`config.mk`:
```
export PLATFORM = sky130hd
export DESIGN_NAME = icache_line_responder
export DESIGN_NICKNAME = d
export VERILOG_FILES = /design/src/rtl/icache_line_responder.sv
export SDC_FILE = /design/constraint.sdc
export NUM_CORES = 1
export LEC_CHECK = 0
export BUFFER_PORTS_ARGS = -buffer_cell sky130_fd_sc_hd__buf_2
export CAP_MARGIN = 20
export CORE_MARGIN = 4
export CORE_UTILIZATION = 54
export CTS_CLUSTER_SIZE = 8
export DETAILED_ROUTE_END_ITERATION = 8
export HOLD_SLACK_MARGIN = 0.02
export MAX_ROUTING_LAYER = met4
export PLACE_DENSITY = 0.8
export SYNTH_ARGS = -nofsm -noshare
export SYNTH_HDL_FRONTEND = slang
export SYNTH_SLANG_ARGS = --single-unit
```
`constraint.sdc`:
```
create_clock -name clk_i -period 6.8 [get_ports clk_i]
set_clock_uncertainty 0.1 [all_clocks]
set_input_delay 0 -clock clk_i [delete_from_list [all_inputs] [get_ports clk_i]]
set_output_delay 0 -clock clk_i [all_outputs]
set_load 0.1 [all_outputs]
```
`src/rtl/icache_line_responder.sv`:
```
// Single-line instruction buffer answering fetch line reads; misses refill the
// line word by word over a pipelined req/gnt/rvalid memory port.
module icache_line_responder #(
  parameter int ADDR_W     = 32,
  parameter int WORD_W     = 32,
  parameter int LINE_WORDS = 4
) (
  input  logic                         clk_i,
  input  logic                         rst_i,
  input  logic                         flush_i,
  input  logic                         read_req_i,
  input  logic [ADDR_W-1:0]            addr_i,
  output logic                         read_done_o,
  output logic [LINE_WORDS*WORD_W-1:0] line_o,
  output logic                         busy_o,
  output logic                         mem_req_o,
  output logic [ADDR_W-1:0]            mem_addr_o,
  input  logic                         mem_gnt_i,
  input  logic                         mem_rvalid_i,
  input  logic [WORD_W-1:0]            mem_rdata_i
);

  // state | meaning
  // IDLE  | waiting for a request (fresh or pending from DRAIN)
  // REQ   | issuing word requests for the refill
  // WAIT  | all words granted, collecting responses
  // DONE  | read_done_o pulse, line_o valid
  // DRAIN | flushed with responses in flight; discarding them
  localparam logic [2:0] S_IDLE  = 3'd0;
  localparam logic [2:0] S_REQ   = 3'd1;
  localparam logic [2:0] S_WAIT  = 3'd2;
  localparam logic [2:0] S_DONE  = 3'd3;
  localparam logic [2:0] S_DRAIN = 3'd4;

  localparam int BYTES_W = WORD_W / 8;
  localparam int OFF_W   = $clog2(LINE_WORDS * BYTES_W);
  localparam int IDX_W   = $clog2(LINE_WORDS);
  localparam int CNT_W   = IDX_W + 1;
  localparam logic [ADDR_W-1:0] LINE_MASK = {{(ADDR_W-OFF_W){1'b1}}, {OFF_W{1'b0}}};

  logic [2:0]                   state_q, state_d;
  logic [ADDR_W-1:0]            base_q, base_d;
  logic [ADDR_W-1:0]            tag_q, tag_d;
  logic [ADDR_W-1:0]            pend_addr_q, pend_addr_d;
  logic                         buf_valid_q, buf_valid_d;
  logic                         pend_q, pend_d;
  logic [CNT_W-1:0]             issue_q, issue_d;
  logic [CNT_W-1:0]             resp_q, resp_d;
  logic [LINE_WORDS*WORD_W-1:0] line_q, line_d;

  logic              fill, gnt_fire, rsp_ok, last_rsp, start;
  logic [CNT_W-1:0]  issue_inc, resp_inc;
  logic [ADDR_W-1:0] req_base;

  assign fill      = (state_q == S_REQ) || (state_q == S_WAIT);
  assign gnt_fire  = (state_q == S_REQ) && mem_gnt_i;
  assign issue_inc = issue_q + CNT_W'(gnt_fire);
  // Responses with nothing outstanding are protocol violations and dropped.
  assign rsp_ok    = mem_rvalid_i && (issue_inc != resp_q) && (fill || state_q == S_DRAIN);
  assign resp_inc  = resp_q + CNT_W'(rsp_ok);
  assign last_rsp  = rsp_ok && fill && (resp_q == CNT_W'(LINE_WORDS - 1));
  assign start     = read_req_i || pend_q;
  assign req_base  = (pend_q ? pend_addr_q : addr_i) & LINE_MASK;

  always_comb begin
    state_d     = state_q;
    base_d      = base_q;
    tag_d       = tag_q;
    pend_addr_d = pend_addr_q;
    buf_valid_d = buf_valid_q;
    pend_d      = pend_q;
    issue_d     = issue_q;
    resp_d      = resp_q;
    line_d      = line_q;
    case (state_q)
      S_IDLE: begin
        if (flush_i) begin
          pend_d = 1'b0;
        end else if (start) begin
          pend_d = 1'b0;
          if (buf_valid_q && (tag_q == req_base)) begin
            state_d = S_DONE;
          end else begin
            base_d      = req_base;
            issue_d     = '0;
            resp_d      = '0;
            buf_valid_d = 1'b0;
            state_d     = S_REQ;
          end
        end
      end
      S_REQ, S_WAIT: begin
        issue_d = issue_inc;
        resp_d  = resp_inc;
        if (rsp_ok) line_d[int'(resp_q[IDX_W-1:0]) * WORD_W +: WORD_W] = mem_rdata_i;
        if (flush_i) begin
          state_d = (issue_inc != resp_inc) ? S_DRAIN : S_IDLE;
        end else if (last_rsp) begin
          tag_d       = base_q;
          buf_valid_d = 1'b1;
          state_d     = S_DONE;
        end else if ((state_q == S_REQ) && (issue_inc == CNT_W'(LINE_WORDS))) begin
          state_d = S_WAIT;
        end
      end
      S_DONE: state_d = S_IDLE;
      S_DRAIN: begin
        resp_d = resp_inc;
        if (flush_i) begin
          pend_d = 1'b0;
        end else if (read_req_i) begin
          pend_d      = 1'b1;
          pend_addr_d = addr_i;
        end
        if (issue_q == resp_inc) state_d = S_IDLE;
      end
      default: state_d = S_IDLE;
    endcase
  end

  always_ff @(posedge clk_i or posedge rst_i) begin
    if (rst_i) begin
      state_q     <= S_IDLE;
      base_q      <= '0;
      tag_q       <= '0;
      pend_addr_q <= '0;
      buf_valid_q <= 1'b0;
      pend_q      <= 1'b0;
      issue_q     <= '0;
      resp_q      <= '0;
      line_q      <= '0;
    end else begin
      state_q     <= state_d;
      base_q      <= base_d;
      tag_q       <= tag_d;
      pend_addr_q <= pend_addr_d;
      buf_valid_q <= buf_valid_d;
      pend_q      <= pend_d;
      issue_q     <= issue_d;
      resp_q      <= resp_d;
      line_q      <= line_d;
    end
  end

  assign read_done_o = (state_q == S_DONE);
  assign busy_o      = (state_q != S_IDLE);
  assign mem_req_o   = (state_q == S_REQ);
  assign mem_addr_o  = mem_req_o ? (base_q + ADDR_W'(issue_q) * ADDR_W'(BYTES_W)) : '0;
  assign line_o      = line_q;

endmodule

```
* Yosys cells after proc, flatten, opt, wreduce, memory -nomap -nowiden *
Index checks and enable logic that the tools add are counted.
Widths: inputs -> output; s select.

storage, ports and cells
  output and inout bits = 163
  register bits = 227
  logic and storage cells = 90
  bits of input ports = 70
  latch bits = 0
  ROM bits = 0
  memory bits (writable) = 0
  memories kept = 0

operators by class
  $add $sub $neg = 4
  bitwise gates (word level) = 2
  $mul = 0
  divide/modulo/power cells = 0
  magnitude comparators = 0
  reductions and logical operators = 26
  equal/unequal tests = 19
  muxes and demuxes = 28
  shift operators = 2

operator list
  cell                       count
  $bwmux 128                 1
  $shift 32x33->128 const A  1
  $shiftx 32x33->128         1
  $mux 32                    2
  $neg 7->33                 1
  $add 32x5->32              1
  $mux 3                     10
  $eq 28x28->1               1
  $reduce_and 4->1           4
  $pmux 3 s2                 2
  $ne 2x2->1 const B         5
  $eq 3x2->1 const B         3
  $mux 1                     9
  $pmux 3 s3                 1
  $reduce_and 3->1           3
  $logic_and 1x1->1          7
  $add 3x1->3                2
  $eq 3x3->1 const B         2
  $ne 3x3->1                 2
  $ne 3x3->1 const B         2
  $reduce_and 6->1           1
  $reduce_bool 2->1          3
  $ne 4x4->1 const B         1
  $pmux 1 s2                 2
  other kinds (11)           14

* Logic depth before layout (Yosys ltp) *
  word-level depth = 11
  gate-level depth with buffers = 15
  depth with buffers taken out = 14

* Least setup slack after synthesis *
OpenSTA, ideal clock, no wires.

  kind = reg-to-output
  start = register base_q[4]
  end = output mem_addr_o[30]
  buffers on the path = 0
  slack = 3.295 ns
  cell stages (with the launch flop) = 8
  arrival = 3.405 ns
  required time = 6.700 ns
  path through = dfrtp_1 ha_1 ha_1 nand4_1 nor3_1 nand3_1 or3_1 a21oi_1

on the way
  longest elaborated chain between the ends = 2

RTL lines
  element                   RTL line  RTL
  start: declaration        42        logic [ADDR_W-1:0] base_q, base_d;
  start signal: assignment  134       base_q <= base_d;
  $add 32x5->32             148       assign mem_addr_o = mem_req_o ? (base_q + ADDR_W'(issue_q) * ADDR_W'(BYTES_W)) : '0;
  $mux 32                   148
  end: declaration          17        output logic [ADDR_W-1:0] mem_addr_o,

No other way between the ends.

* Worst setup path in the final report *
  start = register state_q[1]
  end = register tag_q[30]

on the way
  longest elaborated chain between the ends = 9
  elaborated cells on any way between the ends = 14
  those cells by class = 1 x add/sub; 4 x eq/ne; 9 x reduce/logical

RTL lines
  element                                RTL line    RTL
  start: declaration                     41          logic [2:0] state_q, state_d;
  start signal: assignment               133         state_q <= state_d;
  $eq 3x1->1                             55, 56, 75
  $logic_and 1x1->1                      56          assign gnt_fire = (state_q == S_REQ) && mem_gnt_i;
  $add 3x1->3                            57          assign issue_inc = issue_q + CNT_W'(gnt_fire);
  $ne 3x3->1                             59          assign rsp_ok = mem_rvalid_i && (issue_inc != resp_q) && (fill || state_q == S_DRAIN);
  $logic_and 1x1->1 (2 in a row)         59
  $logic_and 1x1->1 (2 in a row)         61          assign last_rsp = rsp_ok && fill && (resp_q == CNT_W'(LINE_WORDS - 1));
  $reduce_and 3->1 (no source line) (*)  -
  end signal: assignment                 135         tag_q <= tag_d;
  end: declaration                       43          logic [ADDR_W-1:0] tag_q, tag_d;

Every way passes the cells marked *; elsewhere a longest branch is shown, timed or not.
A chain may end at the register's enable or synchronous reset.

==> impl_metrics.toml <==
[status]
outcome = "complete, no violations"

[cts]
htree_levels = 1
ctsHoldBuffers = 64
cts-root-buf = "clkbuf_16"
cts_setup_buffers = 0
cts_buffers = 31
clock_path_buffers = 3
clkTransAtPathRegs_ps = 50
ctsResizeCount = 0
clk_latency_ps = 530
cts_tree = "yes"
cts_num_sinks = 223

[drt]
routed_wl_um = 28000
drt_iter0_markers = 467
dr.pass1.iters = 5
drcViolationCount = 0
vias = 8651
avgRoutedWirePerCell_um = 17.7
final_antenna_net_count = 0
via_per_inst = 5.46

[timing]
slew_violations = 0
worst_pin_slew_ps = 1060
fin_crit_sh_pct = 54.9
fmax_ghz = 0.268
fin_ws_ps = 3070
hold_viol_final = 0
slew_headroom_pct = 29.5
fin_tns_setup_ps = 0
final-setup-viol-count = 0
finalCriticalPeriod_ps = 3730
rsz0062_at_grt = "false"

[global_routing]
grt_pass1_wl_um = 45600
antenna_found_initial = 1
grt_pass1_vias = 9028
grt_overflow = 0
grt_max_degree = 137
grt_use_total_pct = 26.5

[setup_path]
arrival_ps = 4020
worst_r2r_path_depth = 10
cpMostUsedCell = "ha_1"
path_buf_inv = 0
rrSetupSlack_ps = 3070
required_ps = 7090
critPathLaunchType = "flop"
crit_fanout = 58
critPathCaptureType = "flop"
reg2reg_to = "tag_q[30]"
slowest_stage = "or4_4"
critPathKind = "flop to flop"
critPathMaxStageDelay_ps = 870
path_delay_family = "simple AND/OR/NAND/NOR gates"
r2r_start = "state_q[1]"
critical_path.cell_chain = "nor2_1, and3_1, ha_1, ha_1, xnor3_1, a31oi_1, nand3_2, or4_4, nand2_1, o21ai_1"

[pwr]
ir_drop_mv = 0.278
p_per_area_mw_per_mm2 = 432
p_clk_share_pct = 23.4
p_int_mw = 2.99
p_leak_nw = 6.28
p_switching_mw = 2.65
netSwitchingFraction_pct = 47.0
seqPwrFrac_pct = 32.5
combinationalPowerShare_pct = 44.1

[floorplanning]
start_util_pct = 55.0
io-pin-count = 233
die_area_mm2 = 0.0214
fp.dieW_um = 146
die_h_um = 146
coreArea_mm2 = 0.0188
num_rows = 50

[synth]
synth_compound_area_share_pct = 9.02
yosys-top-cells-area = "dfrtp_1 54%, nand2_1 11%, o21ai_0 6.8%"
synth_seq_area_share_pct = 54.1
yosysTopAreaCell = "dfrtp_1"
synth_flop_cell = "dfrtp_1"
synth_top_family_by_area = "simple AND/OR/NAND/NOR gates"
synth_async_sr_flop_share_pct = 100
synthDistinctLibCells = 46
yosysWarnings = 0
synth_edf_count = 0
synthSimpleGateAreaFrac_pct = 16.7
avgSynthCellArea_um2 = 9.59
synth_fa_ha_area_share_pct = 1.33
synthesis.area_mm2 = 0.0103
netlist_instances = 1076
yosys-mux-area-fraction_pct = 8.78
synth_xor_xnor_area_share_pct = 5.65
synth.top_cell.area_share_pct = 54.1
ys_seq_elements = 223

[hold_path]
hold_end = "line_o[21]"
worst_hold_startpoint = "mem_rvalid_i"
hp-class = "primary input to flop"
worst_hold_path.num_cells = 6

[final_layout]
synthToLayoutAreaGrowth_pct = 26.5
final_cells = 1583
layout.nets = 1428
final_common_cell = "nand2_1"
layout_common_cells = "301 x nand2_1, 226 x buf_2, 222 x dfrtp_1"
drive_gt1_share_pct = 23.9
nFillCells = 1340

[placed_design]
dp_slack_ps = 3100
io_buffer_count = 226
post-dp-hpwl_um = 18100
gp_congestion = 0.878
dp_cells = 1480

[run]
cap_violations = 0
==> layout make-up <==
class	instances	area, um2	area share [%]
antenna	1	2.50	0.0192
clock buffer	33	783	6.00
clock inverter	1	8.76	0.0671
inverter	35	139	1.06
multi-input combinational	754	4320	33.1
sequential	223	5580	42.8
tap	234	293	2.24
timing repair buffer	302	1920	14.7
==> layer usage <==
| layer | global-route usage, % | vias up | part of all wire (%) |
|---|---|---|---|
| met2 | 44.0 | 339 | 50 |
| met5 | - | - | 0 |
| met1 | 32.1 | 4156 | 39 |
| met4 | 10.3 | 0 | 4.1 |
| li1 | - | 4080 | - |
| met3 | 5.43 | 76 | 7.3 |
==> Yosys cell counts (2+ instances only) <==
master      n
a21o_1      2
a21oi_1     2
a22o_1      2
a31oi_1     2
and2_1      3
and3_1      8
buf_1       2
buf_2       3
buf_4       3
buf_6       8
clkbuf_1   47
clkbuf_2    2
dfrtp_1   223
ha_1       11
inv_1      35
mux2_2     29
mux2i_1    51
mux2i_2     5
nand2_1   304
nand3_1    13
nand4_1     8
nand4b_1    3
nor2_1     41
nor3_1      7
nor3b_1     4
nor4_1      9
nor4_2      2
o21ai_0   141
o21ai_1    24
or2_2       2
or3_1       3
xnor2_1    63
==> registers in the layout, indices dropped and copies added (netlist names) <==
register	cells
base_q	28
buf_valid_q	1
issue_q	3
line_o	128
pend_addr_q	28
pend_q	1
resp_q	3
state_q	3
tag_q	28
==> kinds of logic after synthesis <==
group / Yosys count
mux: 85
fa+ha+maj: 11
buf+inv: 100
simple gates: 412
other cells: 1
compound gates: 179
flops: 223
xor+xnor: 65
==> stage by stage <==
step / hold WS (ps) / area (um2) / total power, mW / util [%]
2_1_floorplan: 36.0 / 10300 / 3.81 / -
3_3_place_gp: 147 / 11500 / 4.20 / 61.4
3_5_place_dp: 152 / 11500 / 4.27 / 61.4
4_1_cts: 127 / 13000 / 5.64 / 69.1
5_1_grt: 97.2 / 13100 / 5.91 / 69.5
6_report: 54.7 / 13100 / 5.64 / 69.5
==> worst max path at each step <==
stage,end,depth (start not counted),start
after floorplan,base_q[10],1,rst_i
after global placement,tag_q[19],10,state_q[1]
after detailed placement,tag_q[20],10,state_q[1]
after CTS,tag_q[30],10,state_q[1]
after global routing,tag_q[18],10,state_q[2]
final,tag_q[30],10,state_q[1]
==> power by group through the flow <==
stage | sequential (mW) | clock (mW) | combinational [mW]
floorplan | 2.33 | 0 | 1.48
global placement | 1.82 | 0 | 2.37
detailed placement | 1.84 | 0 | 2.42
CTS | 1.83 | 1.35 | 2.46
global route | 1.87 | 1.40 | 2.64
finish | 1.83 | 1.32 | 2.49
==> worst register-to-register path, delay by kind of cell, from the launching register on <==
kind            cells  cell delay [ps]
fa+ha+maj           2              400
flops               1              480
simple gates        5             2040
xor+xnor            1              250
compound gates      2              310
(Power assumes the default switching activity.)
